File: src/rtl/fft_dif_stage_ctrl.sv
// Address/control sequencer for an in-place radix-2 DIF FFT: issues butterfly reads, delays them into writes.
// Optional bit-reversed readout sweep is enabled with `define FFT_BITREV_OUT_EN.
module fft_dif_stage_ctrl #(
    parameter int N_LOG2 = 8,
    parameter int LAT    = 2
) (
    input  logic              i_clk,
    input  logic              i_rst_n,
    input  logic              i_start,
    input  logic              i_stall,
    output logic              o_busy,
    output logic              o_done,
    output logic [N_LOG2-1:0] o_stage,
    output logic              o_rd_en,
    output logic [N_LOG2-1:0] o_rd_addr0,
    output logic [N_LOG2-1:0] o_rd_addr1,
    output logic [N_LOG2-2:0] o_tw_addr,
    output logic              o_wr_en,
    output logic [N_LOG2-1:0] o_wr_addr0,
    output logic [N_LOG2-1:0] o_wr_addr1,
    output logic              o_out_valid,
    output logic [N_LOG2-1:0] o_out_addr
);

    localparam int                DW         = (LAT < 2) ? 1 : $clog2(LAT);
    localparam logic [DW-1:0]     DRAIN_LAST = DW'(LAT - 1);
    localparam logic [DW-1:0]     ONE_D      = 1;
    localparam logic [N_LOG2-1:0] LAST_STAGE = N_LOG2'(N_LOG2 - 1);
    localparam logic [N_LOG2-1:0] ONE_N      = 1;
    localparam logic [N_LOG2-2:0] B_LAST     = '1;
    localparam logic [N_LOG2-2:0] ONE_B      = 1;

    typedef enum logic [2:0] {
        S_IDLE,
        S_RUN,
        S_DRAIN,
        S_FIN
`ifdef FFT_BITREV_OUT_EN
        , S_OUT
`endif
    } state_t;

    state_t              r_state;
    logic [N_LOG2-2:0]   r_b;
    logic [N_LOG2-1:0]   r_stage;
    logic [DW-1:0]       r_drain;
    logic                r_busy;
    logic                r_done;
`ifdef FFT_BITREV_OUT_EN
    logic [N_LOG2-1:0]   r_j;
`endif

    always_ff @(posedge i_clk or negedge i_rst_n) begin
        if (!i_rst_n) begin
            r_state <= S_IDLE;
            r_b     <= '0;
            r_stage <= '0;
            r_drain <= '0;
            r_busy  <= 1'b0;
            r_done  <= 1'b0;
`ifdef FFT_BITREV_OUT_EN
            r_j     <= '0;
`endif
        end else begin
            r_done <= 1'b0;
            case (r_state)
                S_IDLE: begin
                    if (i_start) begin
                        r_state <= S_RUN;
                        r_b     <= '0;
                        r_stage <= '0;
                        r_busy  <= 1'b1;
                    end
                end
                S_RUN: begin
                    if (!i_stall) begin
                        if (r_b == B_LAST) begin
                            r_state <= S_DRAIN;
                            r_drain <= '0;
                        end
                        r_b <= r_b + ONE_B;
                    end
                end
                // Drain ignores stall so the last writes of a stage land before the next stage reads.
                S_DRAIN: begin
                    if (r_drain == DRAIN_LAST) begin
                        if (r_stage != LAST_STAGE) begin
                            r_stage <= r_stage + ONE_N;
                            r_b     <= '0;
                            r_state <= S_RUN;
                        end else begin
`ifdef FFT_BITREV_OUT_EN
                            r_state <= S_OUT;
                            r_j     <= '0;
`else
                            r_state <= S_FIN;
                            r_busy  <= 1'b0;
                            r_done  <= 1'b1;
`endif
                        end
                    end else begin
                        r_drain <= r_drain + ONE_D;
                    end
                end
`ifdef FFT_BITREV_OUT_EN
                S_OUT: begin
                    if (!i_stall) begin
                        if (r_j == '1) begin
                            r_state <= S_FIN;
                            r_busy  <= 1'b0;
                            r_done  <= 1'b1;
                        end
                        r_j <= r_j + ONE_N;
                    end
                end
`endif
                S_FIN: begin
                    r_state <= S_IDLE;
                    r_stage <= '0;
                end
                default: r_state <= S_IDLE;
            endcase
        end
    end

    // Operand addresses: insert a 0/1 bit at position log2(span) of the butterfly index.
    logic                w_run;
    logic [N_LOG2-1:0]   w_b_ext;
    logic [N_LOG2-1:0]   w_shift;
    logic [N_LOG2-1:0]   w_span;
    logic [N_LOG2-1:0]   w_mask;
    logic [N_LOG2-1:0]   w_pos;
    logic [N_LOG2-1:0]   w_hi;
    logic [N_LOG2-1:0]   w_a0;

    assign w_run   = (r_state == S_RUN);
    assign w_b_ext = {1'b0, r_b};
    assign w_shift = LAST_STAGE - r_stage;
    assign w_span  = ONE_N << w_shift;
    assign w_mask  = w_span - ONE_N;
    assign w_pos   = w_b_ext & w_mask;
    assign w_hi    = w_b_ext & ~w_mask;
    assign w_a0    = (w_hi << 1) | w_pos;

    assign o_rd_en    = w_run & ~i_stall;
    assign o_rd_addr0 = w_run ? w_a0 : '0;
    assign o_rd_addr1 = w_run ? (w_a0 | w_span) : '0;
    assign o_tw_addr  = w_run ? (w_pos[N_LOG2-2:0] << r_stage) : '0;
    assign o_busy     = r_busy;
    assign o_done     = r_done;
    assign o_stage    = r_stage;

    logic                r_dl_en [LAT];
    logic [N_LOG2-1:0]   r_dl_a0 [LAT];
    logic [N_LOG2-1:0]   r_dl_a1 [LAT];

    always_ff @(posedge i_clk or negedge i_rst_n) begin
        if (!i_rst_n) begin
            for (int k = 0; k < LAT; k++) begin
                r_dl_en[k] <= 1'b0;
                r_dl_a0[k] <= '0;
                r_dl_a1[k] <= '0;
            end
        end else begin
            r_dl_en[0] <= o_rd_en;
            r_dl_a0[0] <= o_rd_addr0;
            r_dl_a1[0] <= o_rd_addr1;
            for (int k = 1; k < LAT; k++) begin
                r_dl_en[k] <= r_dl_en[k-1];
                r_dl_a0[k] <= r_dl_a0[k-1];
                r_dl_a1[k] <= r_dl_a1[k-1];
            end
        end
    end

    assign o_wr_en    = r_dl_en[LAT-1];
    assign o_wr_addr0 = r_dl_a0[LAT-1];
    assign o_wr_addr1 = r_dl_a1[LAT-1];

`ifdef FFT_BITREV_OUT_EN
    logic [N_LOG2-1:0] w_rev;
    always_comb begin
        w_rev = '0;
        for (int k = 0; k < N_LOG2; k++) begin
            w_rev[k] = r_j[N_LOG2-1-k];
        end
    end
    assign o_out_valid = (r_state == S_OUT) & ~i_stall;
    assign o_out_addr  = (r_state == S_OUT) ? w_rev : '0;
`else
    assign o_out_valid = 1'b0;
    assign o_out_addr  = '0;
`endif

endmodule

File: config.mk
export PLATFORM = sky130hd
export DESIGN_NAME = fft_dif_stage_ctrl
export DESIGN_NICKNAME = d
export VERILOG_FILES = /design/src/rtl/fft_dif_stage_ctrl.sv
export SDC_FILE = /design/constraint.sdc
export NUM_CORES = 1
export LEC_CHECK = 0
export ABC_AREA = 0
export CAP_MARGIN = 15
export CORE_MARGIN = 2
export CORE_UTILIZATION = 42
export CTS_CLUSTER_DIAMETER = 30
export CTS_CLUSTER_SIZE = 12
export DETAILED_ROUTE_END_ITERATION = 16
export PLACE_DENSITY = 0.71
export SYNTH_ARGS = -nofsm -noshare
export SYNTH_HDL_FRONTEND = slang
export SYNTH_SLANG_ARGS = --single-unit
File: constraint.sdc
create_clock -name i_clk -period 7.57 [get_ports i_clk]
set_input_delay 1.1355 -clock i_clk [delete_from_list [all_inputs] [get_ports i_clk]]
set_output_delay 1.1355 -clock i_clk [all_outputs]
set_load 0.03 [all_outputs]
Word level (Yosys, flattened, before mapping) --
Index checks and enable logic that the tools add are counted.
Word-level totals: register bits after elaboration 55, input bits 4, output and inout port bits 60, word-level logic and storage cells 76
Operators by class: add/subtract/negate cells 5, equality and inequality tests 11, shifts and indexed selects 2, muxes and demuxes 29, bitwise logic cells 7, reduce and logical (&&, ||, !) cells 10
Operator list (count):
- 2-to-1 mux 8 bit | 5
- 2-to-1 mux 7 bit | 5
- case mux 8 bit (3 select lines) | 1
- case mux 7 bit (3 select lines) | 1
- OR 8 bit | 2
- 2-to-1 mux 3 bit | 4
- AND reduction 4 bit | 3
- inequality test 2 bit, second input constant | 5
- 2-to-1 mux 1 bit | 9
- case mux 3 bit (3 select lines) | 1
- adder 8 x 1 -> 8 bit, second input constant | 1
- bitwise AND 7 x 8 -> 8 bit | 1
- inequality test 8 x 3 -> 1 bit, second input constant | 1
- << shifter 1 x 8 -> 8 bit, first input constant | 1
- << shifter 7 x 8 -> 7 bit | 1
- subtractor 3 x 8 -> 8 bit, first input constant | 1
- subtractor 8 x 1 -> 8 bit, second input constant | 1
- adder 7 x 1 -> 7 bit, second input constant | 1
- bitwise AND 7 bit | 1
- == test 7 bit, second input constant | 1
- inverter 7 bit | 1
- == test 3 x 2 -> 1 bit, second input constant | 2
- nonzero test 3 bit | 2
- AND reduction 5 bit | 1
- other kinds (10) | 12

Depth between registers and ports, before layout --
word-level depth 8, gate-level depth with buffers 14, gate-level depth less buffers 12

Least setup slack after synthesis --
OpenSTA, ideal clock, no wires.
kind reg-to-output, start point register r_stage[3] (netlist: o_stage[3]), end point output o_tw_addr[6], arrival time 4.019 ns, data required time 6.435 ns, path slack 2.416 ns, cell stages (with the launch flop) 14, cells stage by stage dfrtp_1 > clkbuf_8 > inv_1 > ha_1 > or4b_4 > a21o_4 > a21oi_4 > nand3_1 > ha_1 > nand2b_1 > nor3_1 > o21ai_0 > a2111o_1 > a31oi_1
Between the ends: cells in the longest elaborated chain, start to end 6
RTL lines:
- start: declaration | line 45 | logic [N_LOG2-1:0] r_stage;
- start signal: assignment | line 88 | r_stage <= r_stage + ONE_N;
- subtractor 3 x 8 -> 8 bit | line 138 | assign w_shift = LAST_STAGE - r_stage;
- << shifter 1 x 8 -> 8 bit | line 139 | assign w_span = ONE_N << w_shift;
- subtractor 8 x 1 -> 8 bit | line 140 | assign w_mask = w_span - ONE_N;
- bitwise AND 7 x 8 -> 8 bit | line 141 | assign w_pos = w_b_ext & w_mask;
- << shifter 7 x 8 -> 7 bit * | line 148 | assign o_tw_addr = w_run ? (w_pos[N_LOG2-2:0] << r_stage) : '0;
- 2-to-1 mux 7 bit * | line 148
- end: declaration | line 17 | output logic [N_LOG2-2:0] o_tw_addr,
Every way passes the cells marked *; elsewhere a longest branch is shown, timed or not.

Worst setup path after layout --
Same ends and word-level chain as after synthesis.

==> flow_summary_export.csv <==
group,metric,value,unit
critical_path,crit_buf_inv,2,
die,ioPinCount,64,
synth,syn_avg_cell_area,9.624,sq um
cells_and_area,layout.nets,356,
critical_path,cpMaxStageDelayCell,"clkdlybuf4s50_1",
cells_and_area,seqCellArea,0.001351,sq mm
critical_path,r2r_cells,12,
grt,grtUsageTotal,0.1811,
place,io_buffers,54,
timing,rsz0062_at_grt,"no",
critical_path,crit_arrival,5.05,ns
cts,cts_sinks,54,
synth,yosysSeqAreaShare,0.4415,
cells_and_area,mostFrequentLayoutCells,"54 x dfrtp_1, 53 x clkdlybuf4s50_1, 29 x o21ai_0, 28 x nand2_1, 23 x nor2_1",
critical_path,slowest_delay,0.72,ns
critical_path,cp-endpoint,"o_tw_addr[6]",
cts,cts_resized,0,
grt,grt_pass1_wl,11140,microns
critical_path,worstSetupPathType,"register to output pin",
synth,syn_inst,318,
synth,synthTopCellsByArea,"dfrtp_1 44%, buf_4 6.4%, o21ai_0 4.7%",
synth,synth_top_area_cell,"dfrtp_1",
synth,synth-edff-count,0,
die,core_region_area,0.007137,sq mm
place,dpl.hpwl,4931,microns
critical_path,cpLargestDelayFamily,"compound AO/OA/AOI/OAI gates",
flow_run,timing.max_cap.violations,0,
cts,clk_pin_slew,0.09,ns
routing,vias,2483,
cts,cts_root_buffer,"clkbuf_8",
critical_path,crit_path_start_kind,"register",
cells_and_area,drive_gt1_frac,0.09483,
cts,h-tree-depth,2,
timing,clock_skew,0.01053,ns
timing,setup_tns,0,ns
outcome,outcome,"complete, no violations",
power,p_leak,1.486,nW
critical_path,critPathRequiredTime,6.43,ns
die,rows,31,
critical_path,path_cells,"inv_1, ha_1, or4b_4, a21o_4, a21oi_4, nand3_1, ha_1, nand2b_1, nor3_1, o21ai_0, a2111o_1, a31oi_1, clkdlybuf4s50_1",
worst_hold_path,min-delay-start,"r_dl_a0[11]$_DFF_PN0_",
timing,tightest_slew,0.8252,ns
die,die_y,89.36,microns
timing,min_period,6.182,ns
grt,grt-ovfl-total,0,
cts,cts_buffers,5,
cells_and_area,syn_to_final_growth,16.80,%
timing,setup_viol,0,
grt,busiest_layer,"met2",
critical_path,r2r_setup_slack,3.45,ns
worst_hold_path,hp-class,"register to register",
cells_and_area,layout_commonest_cell,"dfrtp_1",
synth,netlist.area_leader.share,0.4415,
cells_and_area,antenna_cells,0,
timing,finalCritPeriodShare,0.8166,
timing,slew_headroom,0.4499,
synth,yosys_warnings,0,
critical_path,crit_top_cell,"ha_1",
power,ir_drop,130.7,uV
synth,ys_types,68,
cts,postCtsSetupBuffers,0,
routing,drtIter0Drc,266,
cells_and_area,fillerInstances,695,
die,fp.dieW,89.36,microns
routing,vias_per_cell,5.555,
synth,synthesis.area,0.003060,sq mm
routing,wirelength,6899,microns
cells_and_area,fin_util,0.5009,
critical_path,r2r_start,"o_stage[3]$_DFFE_PN0P_",
cts,clk_latency,0.31,ns
critical_path,cp_max_fo,14,
die,initial_core_util,0.4288,
cts,cts_tree,"yes",
critical_path,path_depth,13,
grt,met1_usage,0.2501,
critical_path,end_kind,"output pin",
power,power,1.042,mW
grt,grt_max_degree,55,
die,die_area,0.007985,sq mm
routing,drc,0,
grt,grt_pass1_vias,2241,
power,pwr_density_cell,291.6,mW/mm^2
timing,drv_slew,0,
cts,holdBufCountCts,0,
routing,ant_nets,0,
timing,max_freq,161.8,MHz
routing,first_pass_iters,4,
grt,grtUsageMet2,0.2768,
critical_path,worstSetupStartpoint,"o_stage[3]$_DFFE_PN0P_",
critical_path,rr_endpoint,"r_dl_a0[14]$_DFF_PN0_",
timing,hold_violations,0,
cells_and_area,multi_input_area,0.001401,sq mm
place,gp_congestion,0.9105,
grt,grtUsageMet3,0.03878,
synth,async_flop_share,1.000,
synth,synth_seq_cells,54,
synth,synth_ff_type,"dfrtp_1",
routing,post_drt_wl_per_cell,15.43,microns
cts,cts.path.max_buffers,2,
grt,antenna_found_initial,0,
-- worst register-to-register path: stages (launching register included) --
cell,delay (ns)
dfrtp_1,0.63
inv_1,0.15
ha_1,0.45
or4b_4,0.56
a21o_4,0.24
a21oi_4,0.28
nand3_1,0.13
ha_1,0.37
and2b_2,0.26
o21ai_0,0.39
a2111oi_4,0.10
a31oi_1,0.27
a21oi_1,0.13
-- metrics by stage --
step	hold slack [ns]	setup WS, ns	instance area (sq um)	cells
floorplan	0.3312	2.416	3090	326
global placement	0.3321	1.969	3468	439
detailed placement	0.3347	1.838	3468	439
CTS	0.3552	1.475	3575	447
global route	0.3607	1.179	3575	447
finish	0.3506	1.388	3575	447
-- per-layer routing --
metal | routed length, microns | share of wire | vias up
met3 | 439 | 0.064 | 10
met4 | 128 | 0.019 | 0
met1 | 3066 | 0.44 | 1199
met5 | 0 | 0 | -
li1 | - | - | 1173
met2 | 3265 | 0.47 | 101
-- flip-flops by register name, summed over array words and instances (netlist names) --
register    cells
o_wr_addr1      8
o_busy          1
r_b             7
o_stage         8
r_dl_a0         8
r_dl_a1         8
o_wr_en         1
o_wr_addr0      8
r_dl_en         1
r_drain         1
r_state         2
o_done          1
-- kinds of logic (layout without fill, tap and decap cells) --
group	Yosys count	in the layout	synth area share
adders and majority gates	5	5	0.02044
other	1	9	0.001225
muxes	4	4	0.01349
and+or+nand+nor	105	105	0.1823
buffers and inverters	52	74	0.1104
DFF	54	54	0.4415
AOI/OAI and AO/OA	96	96	0.2277
xor gates and xnor gates	1	1	0.002862
-- power breakdown --
group          total [mW]  internal [mW]  leakage [nW]  switching [mW]
clock network       0.187         0.0990        0.0524          0.0880
logic               0.472          0.169         0.707           0.303
registers           0.383          0.340         0.726          0.0436
-- layout make-up --
type	count	area share
repair buffers	57	0.1561
clock buffers	7	0.02135
multi-input cells	220	0.3920
inverters	9	0.009450
flip-flops and latches	54	0.3780
clock inverters	1	0.008400
well taps	99	0.03465
-- worst min-delay path by stage --
| stage | end | slack, ns | cells past startpoint |
|---|---|---|---|
| after floorplan | o_wr_addr0[0]$_DFF_PN0_ | 0.33 | 0 |
| after global routing | o_wr_addr0[3]$_DFF_PN0_ | 0.36 | 0 |
| after global placement | o_wr_addr1[0]$_DFF_PN0_ | 0.33 | 0 |
| after detailed placement | o_wr_addr0[3]$_DFF_PN0_ | 0.33 | 0 |
| after CTS | o_wr_addr0[3]$_DFF_PN0_ | 0.36 | 0 |
| final | o_wr_addr0[3]$_DFF_PN0_ | 0.35 | 0 |
-- synth_stat cells (2+ instances only) --
master and n:
nand2b_1 5, nand4_1 4, nor2_1 23, a211oi_1 5, o221ai_1 3, o21a_1 2
clkbuf_1 9, a31oi_1 8, clkbuf_8 2, nor3_1 5, dfrtp_1 54, and3_1 8
a21oi_4 2, o21ai_1 3, nor2b_1 4, ha_1 5, o22ai_1 2, buf_2 2
o31ai_1 3, buf_6 3, o21ai_0 29, buf_4 26, and3_2 2, nand2_1 28
o31a_1 2, nand3b_1 2, nand3_1 12, mux2i_1 3, inv_1 9, a21oi_1 12
a211oi_2 2, o211ai_1 3
Power figures use the tool's default switching activity.
